`config.mk`:
```
export PLATFORM = sky130hd
export DESIGN_NAME = fht_adc_loader
export DESIGN_NICKNAME = d
export VERILOG_FILES = /design/src/rtl/fht_adc_loader.sv
export SDC_FILE = /design/constraint.sdc
export NUM_CORES = 1
export LEC_CHECK = 0
export BUFFER_PORTS_ARGS = -buffer_cell sky130_fd_sc_hd__buf_2
export CAP_MARGIN = 20
export CORE_ASPECT_RATIO = 1.25
export CORE_MARGIN = 8
export CORE_UTILIZATION = 32
export CTS_BUF_LIST = sky130_fd_sc_hd__clkbuf_2
export DETAILED_ROUTE_END_ITERATION = 10
export GPL_ROUTABILITY_DRIVEN = 0
export PLACE_DENSITY = 0.62
export SYNTH_ARGS = -nofsm -noshare
export SYNTH_HDL_FRONTEND = slang
export SYNTH_SLANG_ARGS = --single-unit
```
`constraint.sdc`:
```
create_clock -name iCLK -period 1.6 [get_ports iCLK]
set_input_delay 0.08 -clock iCLK [delete_from_list [all_inputs] [get_ports iCLK]]
set_output_delay 0.08 -clock iCLK [all_outputs]
set_load 0.05 [all_outputs]
```
`src/rtl/fht_adc_loader.sv`:
```
// ADC-to-FHT bank loader: writes a frame of samples across bit-reversed RAM banks, then kicks the FHT core.
// Optional macro FHT_LOADER_BIAS_EN subtracts a signed DC offset (iBIAS) from each sample.
module fht_adc_loader #(
  parameter int D_BIT = 16,
  parameter int A_BIT = 8,
  parameter int BANKS = 4
) (
  input  logic                    iCLK,
  input  logic                    iRESET,
  input  logic                    iARM,
  input  logic                    iCONT,
  input  logic signed [D_BIT-2:0] iDATA,
  input  logic                    iVALID,
  output logic                    oREADY,
  input  logic signed [D_BIT-2:0] iBIAS,
  input  logic                    iFHT_RDY,
  output logic signed [D_BIT-1:0] oDATA,
  output logic [A_BIT-1:0]        oADDR_WR,
  output logic [BANKS-1:0]        oWE,
  output logic                    oSTART,
  output logic                    oBUSY,
  output logic                    oOVF,
  output logic [7:0]              oFRAME_CNT
);
  localparam int B_BIT = $clog2(BANKS);
  localparam int K_BIT = A_BIT + B_BIT;

  typedef enum logic [1:0] {IDLE, LOAD, START, WAIT_FHT} state_t;
  state_t state, state_nxt;

  logic [1:0]              rst_sync;
  logic                    run;
  logic [K_BIT-1:0]        k;
  logic [1:0]              wait_cnt;
  logic                    vld_p0;
  logic                    last_p0;
  logic                    fht_done;
  logic                    arm_go;
  logic signed [D_BIT-1:0] word_p0;
  logic signed [D_BIT-1:0] data_p1;
  logic [A_BIT-1:0]        addr_p1;
  logic [BANKS-1:0]        we_p1;
  logic                    ovf;
  logic [7:0]              frame_cnt;

  function automatic logic signed [D_BIT-1:0] sext(input logic signed [D_BIT-2:0] x);
    return {x[D_BIT-2], x};
  endfunction

  // Bank group taken from the top of k is bit-reversed before one-hot decode.
  function automatic logic [BANKS-1:0] bank_sel(input logic [B_BIT-1:0] grp);
    logic [B_BIT-1:0] rev;
    for (int i = 0; i < B_BIT; i++) rev[i] = grp[B_BIT-1-i];
    return BANKS'(1) << rev;
  endfunction

  // Arming is held off until reset release has crossed two flops.
  always_ff @(posedge iCLK or negedge iRESET) begin
    if (!iRESET) rst_sync <= '0;
    else         rst_sync <= {rst_sync[0], 1'b1};
  end
  assign run = rst_sync[1];

`ifdef FHT_LOADER_BIAS_EN
  assign word_p0 = sext(iDATA) - sext(iBIAS);
`else
  logic unused_bias;
  assign unused_bias = ^iBIAS;
  assign word_p0     = sext(iDATA);
`endif

  assign vld_p0   = iVALID && (state == LOAD);
  assign last_p0  = vld_p0 && (k == '1);
  assign fht_done = (state == WAIT_FHT) && (wait_cnt == 2'd2) && iFHT_RDY;
  assign arm_go   = (state == IDLE) && iARM && run;

  always_ff @(posedge iCLK or negedge iRESET) begin
    if (!iRESET) state <= IDLE;
    else         state <= state_nxt;
  end

  always_comb begin
    state_nxt = state;
    case (state)
      IDLE:     if (arm_go)   state_nxt = LOAD;
      LOAD:     if (last_p0)  state_nxt = START;
      START:                  state_nxt = WAIT_FHT;
      WAIT_FHT: if (fht_done) state_nxt = iCONT ? LOAD : IDLE;
      default:                state_nxt = IDLE;
    endcase
  end

  always_comb begin
    oREADY = (state == LOAD);
    oBUSY  = (state != IDLE);
    oSTART = (state == START);
  end

  // p0 -> p1: accepted sample registered onto the RAM write port.
  always_ff @(posedge iCLK or negedge iRESET) begin
    if (!iRESET) begin
      k         <= '0;
      wait_cnt  <= '0;
      ovf       <= 1'b0;
      frame_cnt <= '0;
      we_p1     <= '0;
      addr_p1   <= '0;
      data_p1   <= '0;
    end else begin
      we_p1 <= '0;
      if (arm_go || fht_done) k <= '0;
      else if (vld_p0)        k <= k + K_BIT'(1);
      if (vld_p0) begin
        we_p1   <= bank_sel(k[K_BIT-1 -: B_BIT]);
        addr_p1 <= k[A_BIT-1:0];
        data_p1 <= word_p0;
      end
      if (arm_go)                                      ovf <= 1'b0;
      else if (iVALID && (state == START || state == WAIT_FHT)) ovf <= 1'b1;
      if (state == START)                              wait_cnt <= '0;
      else if (state == WAIT_FHT && wait_cnt != 2'd2)  wait_cnt <= wait_cnt + 2'd1;
      if (fht_done) frame_cnt <= frame_cnt + 8'd1;
    end
  end

  assign oWE        = we_p1;
  assign oADDR_WR   = addr_p1;
  assign oDATA      = data_p1;
  assign oOVF       = ovf;
  assign oFRAME_CNT = frame_cnt;
endmodule

```
==> impl_metrics.toml <==
[timing]
fin_ws_ns = -0.00346
final-hold-violation-count = 0
final_critical_period_ns = 1.60
finalCritPeriodShare = 1.00
final_setup_violating_endpoints = 1
rsz_0062_raised_after_global_routing = "true"
report.final.slew_viol_count = 0
finClkSkew_ns = 0.0162
timing.fmax_mhz = 624
finalHoldWorstSlack_ns = 0.147

[final_layout]
multiInputGateArea_um2 = 935
postLayoutCoreUtil = 0.460
area_delta_synth_final_pct = 41.8
regArea_mm2 = 0.00130
drive_gt1_frac = 0.333
num-fill-cells = 676
finalNetCount = 367
insertedDiodeCount = 0
stdcell_area_mm2 = 0.00313

[setup_path]
required_time_reported_for_the_critical_path_endpoint_ns = 1.98
worstSetupEndpointType = "register"
critical_path_peak_fanout = 5
worst-endpoint-arrival_ns = 1.98
setup.worst_path.start_class = "register"
setup.worst_path.class = "reg2reg"

[drt]
routed_wl_mm = 4.97
dr_wl_met2_mm = 2.46
drt_pass1_iterations = 3
average_vias_per_placed_instance = 4.32
drt_iter0_drc = 41
dr_total_vias = 1789
route.detailed.wl_per_inst_um = 12.0
drt.antenna.violating_nets = 0
route.top_layer_used = "met4"
wl_met1_mm = 2.13
met3_wl_post_dr_um = 329
drt_drc_violations_left = 0

[synthesis]
netlist.top_cell.by_area = "sky130_fd_sc_hd__dfrtp_1"
synth.area.top_cells = "sky130_fd_sc_hd__dfrtp_1, sky130_fd_sc_hd__nand2_1, sky130_fd_sc_hd__ha_1"
postSynthNetCount = 265
synthesis.instances = 221
synth_common_cells = "sky130_fd_sc_hd__nand2_1, sky130_fd_sc_hd__dfrtp_1, sky130_fd_sc_hd__nor2_1"
ys.warnings.count = 0
asyncSetResetFlopFracSynth = 1.00
synth_cell_type_count = 35
synth.avg_cell_area_um2 = 10.0
post-synth-top-area-fraction = 0.589
synthMostInstantiatedCell = "sky130_fd_sc_hd__nand2_1"
postSynth.topFlopCell = "sky130_fd_sc_hd__dfrtp_1"
ys_ff_latch = 52
mappedNetlistArea_mm2 = 0.00221
ys_seq_area_frac = 0.589
synth-edff-count = 0

[worst_hold_path]
min-delay-path-class = "in2async"

[pwr]
cellPowerDensity_mw_per_mm2 = 1660
seqPwrFrac = 0.355
switchingPower_mw = 2.50
netSwitchingFraction = 0.480
comb_power_share = 0.549
p_int_mw = 2.71
peakVddDrop_uv = 988
leakage_nw = 1.65
p_clk_frac = 0.096

[global_route]
grt_pass1_vias = 1937
grt_pass1_wl_mm = 8.62
grt-ovfl-total = 0
pin_count_of_the_biggest_net_entering_global_routing = 53
grtUsageTotal = 0.105
initial_antenna_violation_count = 0

[status]
failed_checks = "setup timing"
status = "finished with violations"

[clock_network]
insertion_delay_ns = 0.42
tritoncts = "yes"
cts.sink_count = 52
cts-htree-levels = 2
root_buffer = "sky130_fd_sc_hd__clkbuf_2"
clk_path_buf_depth = 2
cts_inserted_buffers = 5
clock_pin_slew_on_the_worst_setup_and_hold_paths_ns = 0.25

[placed_design]
port_buffers = 60
detailed_place_hpwl_mm = 3.59
place_worst_setup_slack_ns = -0.00311
place_area_mm2 = 0.00277

[die]
core_area_mm2 = 0.00681
chipHeight_um = 109
initial_utilization = 0.325
die_area_mm2 = 0.00984
core.rowCount = 34
boundaryPins = 76
die_width_um = 90.3

[run]
max_cap_viol_count = 0
-- power groups by stage --
| stage | sequential (mW) | clock, mW | combinational [mW] |
|---|---|---|---|
| after global placement | 1.85 | 0 | 2.60 |
| final | 1.85 | 0.500 | 2.86 |
| after CTS | 1.84 | 0.543 | 2.78 |
| after detailed placement | 1.87 | 0 | 2.65 |
| after global routing | 1.90 | 0.584 | 3.11 |
| after floorplan | 2.73 | 0 | 1.02 |
-- worst max-delay path: stages (launching register included) --
cell	delay, ns
sky130_fd_sc_hd__dfrtp_1	0.44
sky130_fd_sc_hd__inv_2	0.08
sky130_fd_sc_hd__ha_4	0.15
sky130_fd_sc_hd__nand2_4	0.06
sky130_fd_sc_hd__or2_4	0.24
sky130_fd_sc_hd__or4b_4	0.48
sky130_fd_sc_hd__a21oi_2	0.12
-- through the flow --
step	power (mW)	instances	TNS (ns)
floorplan	3.75	221	-0.213
global placement	4.45	382	0
detailed placement	4.52	382	-0.00311
CTS	5.16	412	-0.0813
global route	5.58	414	-0.0875
finish	5.21	414	-0.00346
-- cell usage in the layout (no fill, tap or decap), types with 2 or more instances in the layout --
cell type                       count
sky130_fd_sc_hd__inv_1              5
sky130_fd_sc_hd__nand3_1            7
sky130_fd_sc_hd__o21a_1             2
sky130_fd_sc_hd__dfrtp_1           51
sky130_fd_sc_hd__ha_4               4
sky130_fd_sc_hd__nand2_1           77
sky130_fd_sc_hd__clkbuf_2           6
sky130_fd_sc_hd__xnor2_1            9
sky130_fd_sc_hd__ha_1               3
sky130_fd_sc_hd__a21oi_1            3
sky130_fd_sc_hd__xor2_1             7
sky130_fd_sc_hd__and3_1             2
sky130_fd_sc_hd__nand4_1            3
sky130_fd_sc_hd__buf_6              3
sky130_fd_sc_hd__buf_2             57
sky130_fd_sc_hd__inv_2              2
sky130_fd_sc_hd__nor2_1            14
sky130_fd_sc_hd__buf_4             19
sky130_fd_sc_hd__buf_12             2
sky130_fd_sc_hd__nor3_1             3
sky130_fd_sc_hd__dlygate4sd3_1     20
-- layout make-up --
type,count,area share
sequential,52,0.416
clock buffer,6,0.00958
timing repair buffer,102,0.229
inverter,7,0.00838
clock inverter,2,0.00359
multi-input combinational,155,0.298
tap,90,0.0359
-- worst paths after layout --
| path | slack [ns] | to | start | depth (start not counted) |
|---|---|---|---|---|
| max reg2reg | -0.003 | k[9] | state[1] | 6 |
| min reg2reg | 0.38 | rst_sync[1] | rst_sync[0] | 0 |
| min in group iCLK | 0.37 | oDATA[10] | iDATA[10] | 4 |
| max in group asynchronous | 1.21 | state[0] | iRESET | 3 |
| max | -0.003 | k[9] | state[1] | 6 |
| min | 0.15 | oDATA[2] | iRESET | 3 |
-- cells by family after synthesis --
| kind of cell | count (synthesis) | share of synthesized area |
|---|---|---|
| AOI/OAI and AO/OA | 14 | 0.0476 |
| xor gates and xnor gates | 16 | 0.0634 |
| adders and majority gates | 8 | 0.0453 |
| buffers and inverters | 14 | 0.0255 |
| DFF | 52 | 0.589 |
| muxes | 1 | 0.00510 |
| other | 1 | 0.00170 |
| and+or+nand+nor | 115 | 0.223 |
-- flip-flops by register name (all words and copies together), names as in the netlist --
register    count
oADDR_WR        8
oFRAME_CNT      8
rst_sync        2
state           2
oDATA          15
oWE             4
oOVF            1
k              10
wait_cnt        2
-- repair_timing --
action / 4_1_cts / 5_1_grt
endpoints found under the setup margin: 4 / 30
hold endpoints to repair: 71 / 0
gates resized for setup: 7 / 15
hold buffers: 20 / 0
setup buffers: 2 / 2
pin swaps: 0 / 2
-- per-layer routing --
metal  global-route usage  up-vias
met3               0.0386        7
met1                0.113      824
met2                0.187       43
met5                    0        -
li1                     -      915
met4               0.0346        0
No activity file was read; power rests on OpenSTA's default activity.
